===== config.mk =====
export PLATFORM = sky130hd
export DESIGN_NAME = issue_select_ctrl
export DESIGN_NICKNAME = d
export VERILOG_FILES = /design/src/rtl/issue_select_ctrl.sv
export SDC_FILE = /design/constraint.sdc
export NUM_CORES = 1
export LEC_CHECK = 0
export BUFFER_PORTS_ARGS = -buffer_cell sky130_fd_sc_hd__buf_2
export CAP_MARGIN = 15
export CORE_MARGIN = 2
export CORE_UTILIZATION = 25
export CTS_BUF_LIST = sky130_fd_sc_hd__clkbuf_4 sky130_fd_sc_hd__clkbuf_8 sky130_fd_sc_hd__clkbuf_16
export DETAILED_ROUTE_END_ITERATION = 8
export PLACE_DENSITY = 0.45
export SETUP_SLACK_MARGIN = 0.5
export SLEW_MARGIN = 20
export SYNTH_ARGS = -nofsm -noshare
export SYNTH_HDL_FRONTEND = slang
export SYNTH_SLANG_ARGS = --single-unit
export TNS_END_PERCENT = 10

===== constraint.sdc =====
create_clock -name clk -period 16 [get_ports clk]
set_clock_uncertainty 0.1 [all_clocks]
set_input_delay 0 -clock clk [delete_from_list [all_inputs] [get_ports clk]]
set_output_delay 0 -clock clk [all_outputs]
set_load 0.01 [all_outputs]

===== src/rtl/issue_select_ctrl.sv =====
// rtl/issue_select_ctrl.sv - issue-queue scheduler with oldest-ready select and registered issue port
//
// Holds up to DEPTH dispatched micro-ops, tracks source readiness from a
// wakeup broadcast, and each cycle moves the oldest fully-ready entry (age =
// rob - rob_head, modulo 2^ROB_W) into a valid/ready issue register.
//
// Ports:
//   clk, rst                 clock, asynchronous active-high reset
//   flush                    empties the queue and the issue register
//   rob_head                 ROB head index, age reference
//   disp_valid/disp_ready    dispatch handshake
//   disp_rob, disp_src1/2, disp_src1/2_rdy, disp_dst  dispatched op fields
//   wk_valid, wk_tag         wakeup broadcast
//   iss_valid/iss_ready      issue handshake
//   iss_rob, iss_dst         issued op fields
//   occupancy                number of valid queue entries
//
// Build option: ISSUE_WAKEUP_BYPASS_EN lets a same-cycle wakeup make an entry
// a select candidate (one cycle less wakeup-to-issue latency).

module issue_select_ctrl #(
  parameter int DEPTH  = 8,
  parameter int ROB_W  = 5,
  parameter int PREG_W = 6
) (
  input  logic                       clk,
  input  logic                       rst,
  input  logic                       flush,
  input  logic [ROB_W-1:0]           rob_head,
  input  logic                       disp_valid,
  output logic                       disp_ready,
  input  logic [ROB_W-1:0]           disp_rob,
  input  logic [PREG_W-1:0]          disp_src1,
  input  logic [PREG_W-1:0]          disp_src2,
  input  logic                       disp_src1_rdy,
  input  logic                       disp_src2_rdy,
  input  logic [PREG_W-1:0]          disp_dst,
  input  logic                       wk_valid,
  input  logic [PREG_W-1:0]          wk_tag,
  output logic                       iss_valid,
  input  logic                       iss_ready,
  output logic [ROB_W-1:0]           iss_rob,
  output logic [PREG_W-1:0]          iss_dst,
  output logic [$clog2(DEPTH):0]     occupancy
);

  localparam int IDX_W = $clog2(DEPTH);
  localparam int CNT_W = IDX_W + 1;
  localparam int NODES = 2 * DEPTH - 1;

  logic [DEPTH-1:0]  valid_q, valid_d;
  logic [DEPTH-1:0]  r1_q, r1_d;
  logic [DEPTH-1:0]  r2_q, r2_d;
  logic [ROB_W-1:0]  rob_q  [DEPTH];
  logic [PREG_W-1:0] src1_q [DEPTH];
  logic [PREG_W-1:0] src2_q [DEPTH];
  logic [PREG_W-1:0] dst_q  [DEPTH];

  logic              iss_valid_q, iss_valid_d;
  logic [ROB_W-1:0]  iss_rob_q, iss_rob_d;
  logic [PREG_W-1:0] iss_dst_q, iss_dst_d;
  logic [CNT_W-1:0]  occ_q, occ_d;

  logic [DEPTH-1:0]  wk1, wk2, cand;
  logic              free_found;
  logic [IDX_W-1:0]  free_idx;
  logic              disp_fire, iss_load, sel;
  logic              disp_wk1, disp_wk2;

  // Select tree stored as a heap: node n has children 2n+1 and 2n+2,
  // leaves sit at DEPTH-1+i, the root (node 0) is the overall winner.
  logic              node_v [NODES];
  logic [IDX_W-1:0]  node_i [NODES];
  logic [ROB_W-1:0]  node_a [NODES];

  // Two-way oldest-ready node: take the second input when it is ready and
  // either the first is not ready or the second has the smaller age key.
  function automatic logic pick_second(input logic v0, input logic [ROB_W-1:0] a0,
                                       input logic v1, input logic [ROB_W-1:0] a1);
    return v1 && (!v0 || (a1 < a0));
  endfunction

  always_comb begin
    for (int i = 0; i < DEPTH; i++) begin
      wk1[i] = valid_q[i] && wk_valid && (src1_q[i] == wk_tag);
      wk2[i] = valid_q[i] && wk_valid && (src2_q[i] == wk_tag);
`ifdef ISSUE_WAKEUP_BYPASS_EN
      cand[i] = valid_q[i] && (r1_q[i] || wk1[i]) && (r2_q[i] || wk2[i]);
`else
      cand[i] = valid_q[i] && r1_q[i] && r2_q[i];
`endif
    end
  end

  always_comb begin
    for (int i = 0; i < DEPTH; i++) begin
      node_v[DEPTH-1+i] = cand[i];
      node_i[DEPTH-1+i] = IDX_W'(i);
      node_a[DEPTH-1+i] = rob_q[i] - rob_head;  // wraps modulo 2^ROB_W
    end
    for (int n = DEPTH - 2; n >= 0; n--) begin
      node_v[n] = node_v[2*n+1] || node_v[2*n+2];
      if (pick_second(node_v[2*n+1], node_a[2*n+1], node_v[2*n+2], node_a[2*n+2])) begin
        node_i[n] = node_i[2*n+2];
        node_a[n] = node_a[2*n+2];
      end else begin
        node_i[n] = node_i[2*n+1];
        node_a[n] = node_a[2*n+1];
      end
    end
  end

  // Lowest-index free slot, judged from the start-of-cycle valid set so a
  // slot vacated by this cycle's issue is not reused until the next cycle.
  always_comb begin
    free_found = 1'b0;
    free_idx   = '0;
    for (int i = DEPTH - 1; i >= 0; i--) begin
      if (!valid_q[i]) begin
        free_found = 1'b1;
        free_idx   = IDX_W'(i);
      end
    end
  end

  assign disp_ready = free_found && !flush;
  assign disp_fire  = disp_valid && disp_ready;
  assign iss_load   = !iss_valid_q || iss_ready;
  assign sel        = !flush && iss_load && node_v[0];
  assign disp_wk1   = wk_valid && (disp_src1 == wk_tag);
  assign disp_wk2   = wk_valid && (disp_src2 == wk_tag);

  always_comb begin
    valid_d     = valid_q;
    r1_d        = r1_q | wk1;
    r2_d        = r2_q | wk2;
    iss_valid_d = iss_valid_q;
    iss_rob_d   = iss_rob_q;
    iss_dst_d   = iss_dst_q;
    occ_d       = occ_q + CNT_W'(disp_fire) - CNT_W'(sel);
    if (flush) begin
      valid_d     = '0;
      iss_valid_d = 1'b0;
      occ_d       = '0;
    end else begin
      if (iss_load) begin
        iss_valid_d = node_v[0];
        if (node_v[0]) begin
          iss_rob_d         = rob_q[node_i[0]];
          iss_dst_d         = dst_q[node_i[0]];
          valid_d[node_i[0]] = 1'b0;
        end
      end
      if (disp_fire) begin
        valid_d[free_idx] = 1'b1;
        r1_d[free_idx]    = disp_src1_rdy || disp_wk1;
        r2_d[free_idx]    = disp_src2_rdy || disp_wk2;
      end
    end
  end

  always_ff @(posedge clk or posedge rst) begin
    if (rst) begin
      valid_q     <= '0;
      r1_q        <= '0;
      r2_q        <= '0;
      iss_valid_q <= 1'b0;
      iss_rob_q   <= '0;
      iss_dst_q   <= '0;
      occ_q       <= '0;
    end else begin
      valid_q     <= valid_d;
      r1_q        <= r1_d;
      r2_q        <= r2_d;
      iss_valid_q <= iss_valid_d;
      iss_rob_q   <= iss_rob_d;
      iss_dst_q   <= iss_dst_d;
      occ_q       <= occ_d;
    end
  end

  // Payload fields are qualified by valid_q, so they need no reset.
  always_ff @(posedge clk) begin
    if (disp_fire) begin
      rob_q[free_idx]  <= disp_rob;
      src1_q[free_idx] <= disp_src1;
      src2_q[free_idx] <= disp_src2;
      dst_q[free_idx]  <= disp_dst;
    end
  end

  assign iss_valid = iss_valid_q;
  assign iss_rob   = iss_rob_q;
  assign iss_dst   = iss_dst_q;
  assign occupancy = occ_q;

endmodule

==> flow_summary.ini <==
[job]
maxCapViolCount = 0

[cts]
cts_sinks = 224
post_cts_buffers = 0
cts_inserted_buffers = 26
cts_resized = 0
clock-root-buffer = clkbuf_16
cts_max_path_buffers = 3
cts_tree = built
cts_hold_buf = 30
worstSkewPairLatency_ns = 0.57
h-tree-depth = 1
path_clk_slew_ns = 0.07

[yosys]
yosys.area_share.xor_xnor = 0.103
syn_area_um2 = 11900
synth_edf_count = 184
synth_cell_types = 71
synth_cells = 944
synth.avg_cell_area_um2 = 12.6
synth_largest_area_cell = edfxtp_1
ys_seq_elements = 224
yosys_warnings = 0
ys.flop_type = edfxtp_1
synth_area_leaders = edfxtp_1 (47%), dfrtp_1 (8.4%), xor2_1 (7.5%), ha_1 (6.5%), mux2i_1 (3.6%)
muxShareOfSynthArea = 0.0467
yosysTopAreaCellShare = 0.465
ys_seq_area_frac = 0.549
synth_nets = 1057
yosys.area_share.simple = 0.0872
synth_compound_area_frac = 0.108
yosys.area_share.adder = 0.0813
async_reset_ff_frac = 0.179
synth_top_family_by_area = compound AO/OA/AOI/OAI gates

[grt]
grt_antenna_before_repair = 0
use_met2 = 0.230
grt_max_degree = 41
track_usage = 0.135
grt_overflow = 0
gr-usage-met1 = 0.184
met3_usage = 0.0162
grt_busiest_layer = met2
grt_pass1_vias = 7920
grt_first_pass_wirelength_um = 50600

[sta]
hold_violations = 0
timing.final.crit_share = 0.521
period_needed_ns = 8.34
setup_tns_ns = 0
hold_ws_ns = 0.0381
tightest_slew_ns = 1.06
maxSlewViolCount = 0
fmax_mhz = 120
rsz0062_at_grt = no
setup_viol = 0
slew_headroom = 0.292

[floorplan]
die_w_um = 222
die_area_um2 = 49300
pin_count = 59
die_y_um = 222
initial_core_util = 0.254
rows = 79
core_um2 = 46800

[final_layout]
nets = 1155
areaGrowthSynthToFinish_pct = 19.9
utilization = 0.305
drive_gt1_frac = 0.129
diodes = 0

[run_status]
status = complete, no violations

[detailed_routing]
drtPass1Iterations = 4
via_per_inst = 4.64
routed_wl_um = 33300
ant_nets = 0
wire_per_inst_um = 19.9
vias = 7746
drc = 0
drt_iter0_markers = 451

[setup_path]
cp_max_fo = 14
slowest_delay_ns = 0.66
cp-end-kind = register
arrival_ns = 8.75
critPathLaunchType = register
cpMaxStageDelayCell = mux2i_4
crit_type = register to register
cp.required_ns = 16.41

[pwr]
p_per_area_nw_per_um2 = 111
ir_drop_mv = 0.0969
leakage_nw = 5.36

[hold_path]
hold_path_class = input port to asynchronous set/reset pin

[placement]
gp_congestion = 0.807
port-buffer-count = 58
hpwl_um = 23300
[path summary, 6_finish.rpt]
| check | to | from | slack (ns) | depth (start not counted) |
|---|---|---|---|---|
| min in group clk | r1_q[5]$_DFF_PP0_ | wk_valid | 0.05 | 6 |
| hold reg to reg | r1_q[3]$_DFF_PP0_ | r1_q[3]$_DFF_PP0_ | 0.43 | 2 |
| setup / recovery | valid_q[1]$_DFF_PP0_ | rob_q[2][0]$_DFFE_PP_ | 7.66 | 33 |
| hold / removal | iss_valid$_DFFE_PP0P_ | rst | 0.04 | 4 |
| max in group asynchronous | iss_dst[0]$_DFFE_PP0P_ | rst | 15.28 | 4 |
| setup reg to reg | valid_q[1]$_DFF_PP0_ | rob_q[2][0]$_DFFE_PP_ | 7.66 | 33 |
[sequential cells by signal, indices dropped and copies added, names as in the netlist]
name and flops:
dst_q 48, iss_dst 6, iss_rob 5, iss_valid 1
occupancy 4, r1_q 8, r2_q 8, rob_q 40
src1_q 48, src2_q 48, valid_q 8
[logic make-up after synthesis]
kind of cell	after synthesis
AO/OA/AOI/OAI	184
XOR/XNOR	140
adder cells (fa/ha/maj)	72
buffers and inverters	73
flip-flops	224
multiplexers	52
AND/OR/NAND/NOR	199
[synth_stat cells (all sizes together), types with 13 or more instances]
library cell,instances
xnor2,38
inv,44
nand3,13
edfxtp,184
clkbuf,19
nand2,59
o21ai,27
nor3,21
mux2i,44
a21oi,48
nor2,29
xor2,102
dfrtp,40
a21o,22
nor4,20
ha,62
[metrics by stage]
step                setup WS, ns  instance area, um2  cells  power (mW)
floorplan                   9.07               11900    944       0.833
global placement            7.92               12900   1590       0.914
detailed placement          7.76               12900   1590       0.915
CTS                         7.67               14200   1668        1.60
global route                7.05               14200   1669        1.65
finish                      7.66               14200   1669        1.58
[area by class of cell]
type	instances	area, um2
clock inverters	20	305
flip-flops and latches	224	6530
multi-input cells	647	5130
clock buffers	28	678
well taps	607	759
fillers	4707	32500
repair buffers	97	678
inverters	46	173
[layout by cell type, fill, tap and decap left out, drive strengths merged, types with 4 or more instances in the layout]
master       Yosys  layout
mux2             8       8
bufinv           0       7
nand2b           7       7
buf              8      67
or4             12      12
o21a             5       5
a31oi            5       5
nand3           13      13
inv             44      46
clkbuf          19      28
xor2           102     102
nor3            21      21
a22oi            4       4
and3             8       8
xnor2           38      38
clkinv           2      13
o311ai           4       4
nor2            29      29
a21oi           48      48
a211o           10      10
nor4            20      20
fa               9       9
nor2b            4       4
mux2i           44      44
edfxtp         184     184
dfrtp           40      40
dlygate4sd3      0      30
nand4           12      12
a21o            22      22
o22ai           12      12
o31ai           11      11
a41oi            4       4
ha              62      62
nand2           59      59
o21ai           27      27
a211oi          10      10
[routing by layer]
metal / vias to the layer above / share of wire
li1: 3723 / -
met1: 3851 / 0.47
met2: 144 / 0.48
met3: 28 / 0.035
met4: 0 / 0.014
met5: - / 0
[critical path: cells and delay by family, from the launching register on]
kind                     cells  cell delay, ns
AO/OA/AOI/OAI               12            2.63
AND/OR/NAND/NOR              8            1.58
adder cells (fa/ha/maj)      5            1.49
multiplexers                 2            1.00
buffers and inverters        5            0.94
flip-flops                   1            0.36
XOR/XNOR                     1            0.15
[power breakdown]
part           switching (mW)  internal (mW)
clock                   0.250          0.422
combinational           0.130         0.0947
sequential             0.0223          0.660
Power figures use the tool's default switching activity.
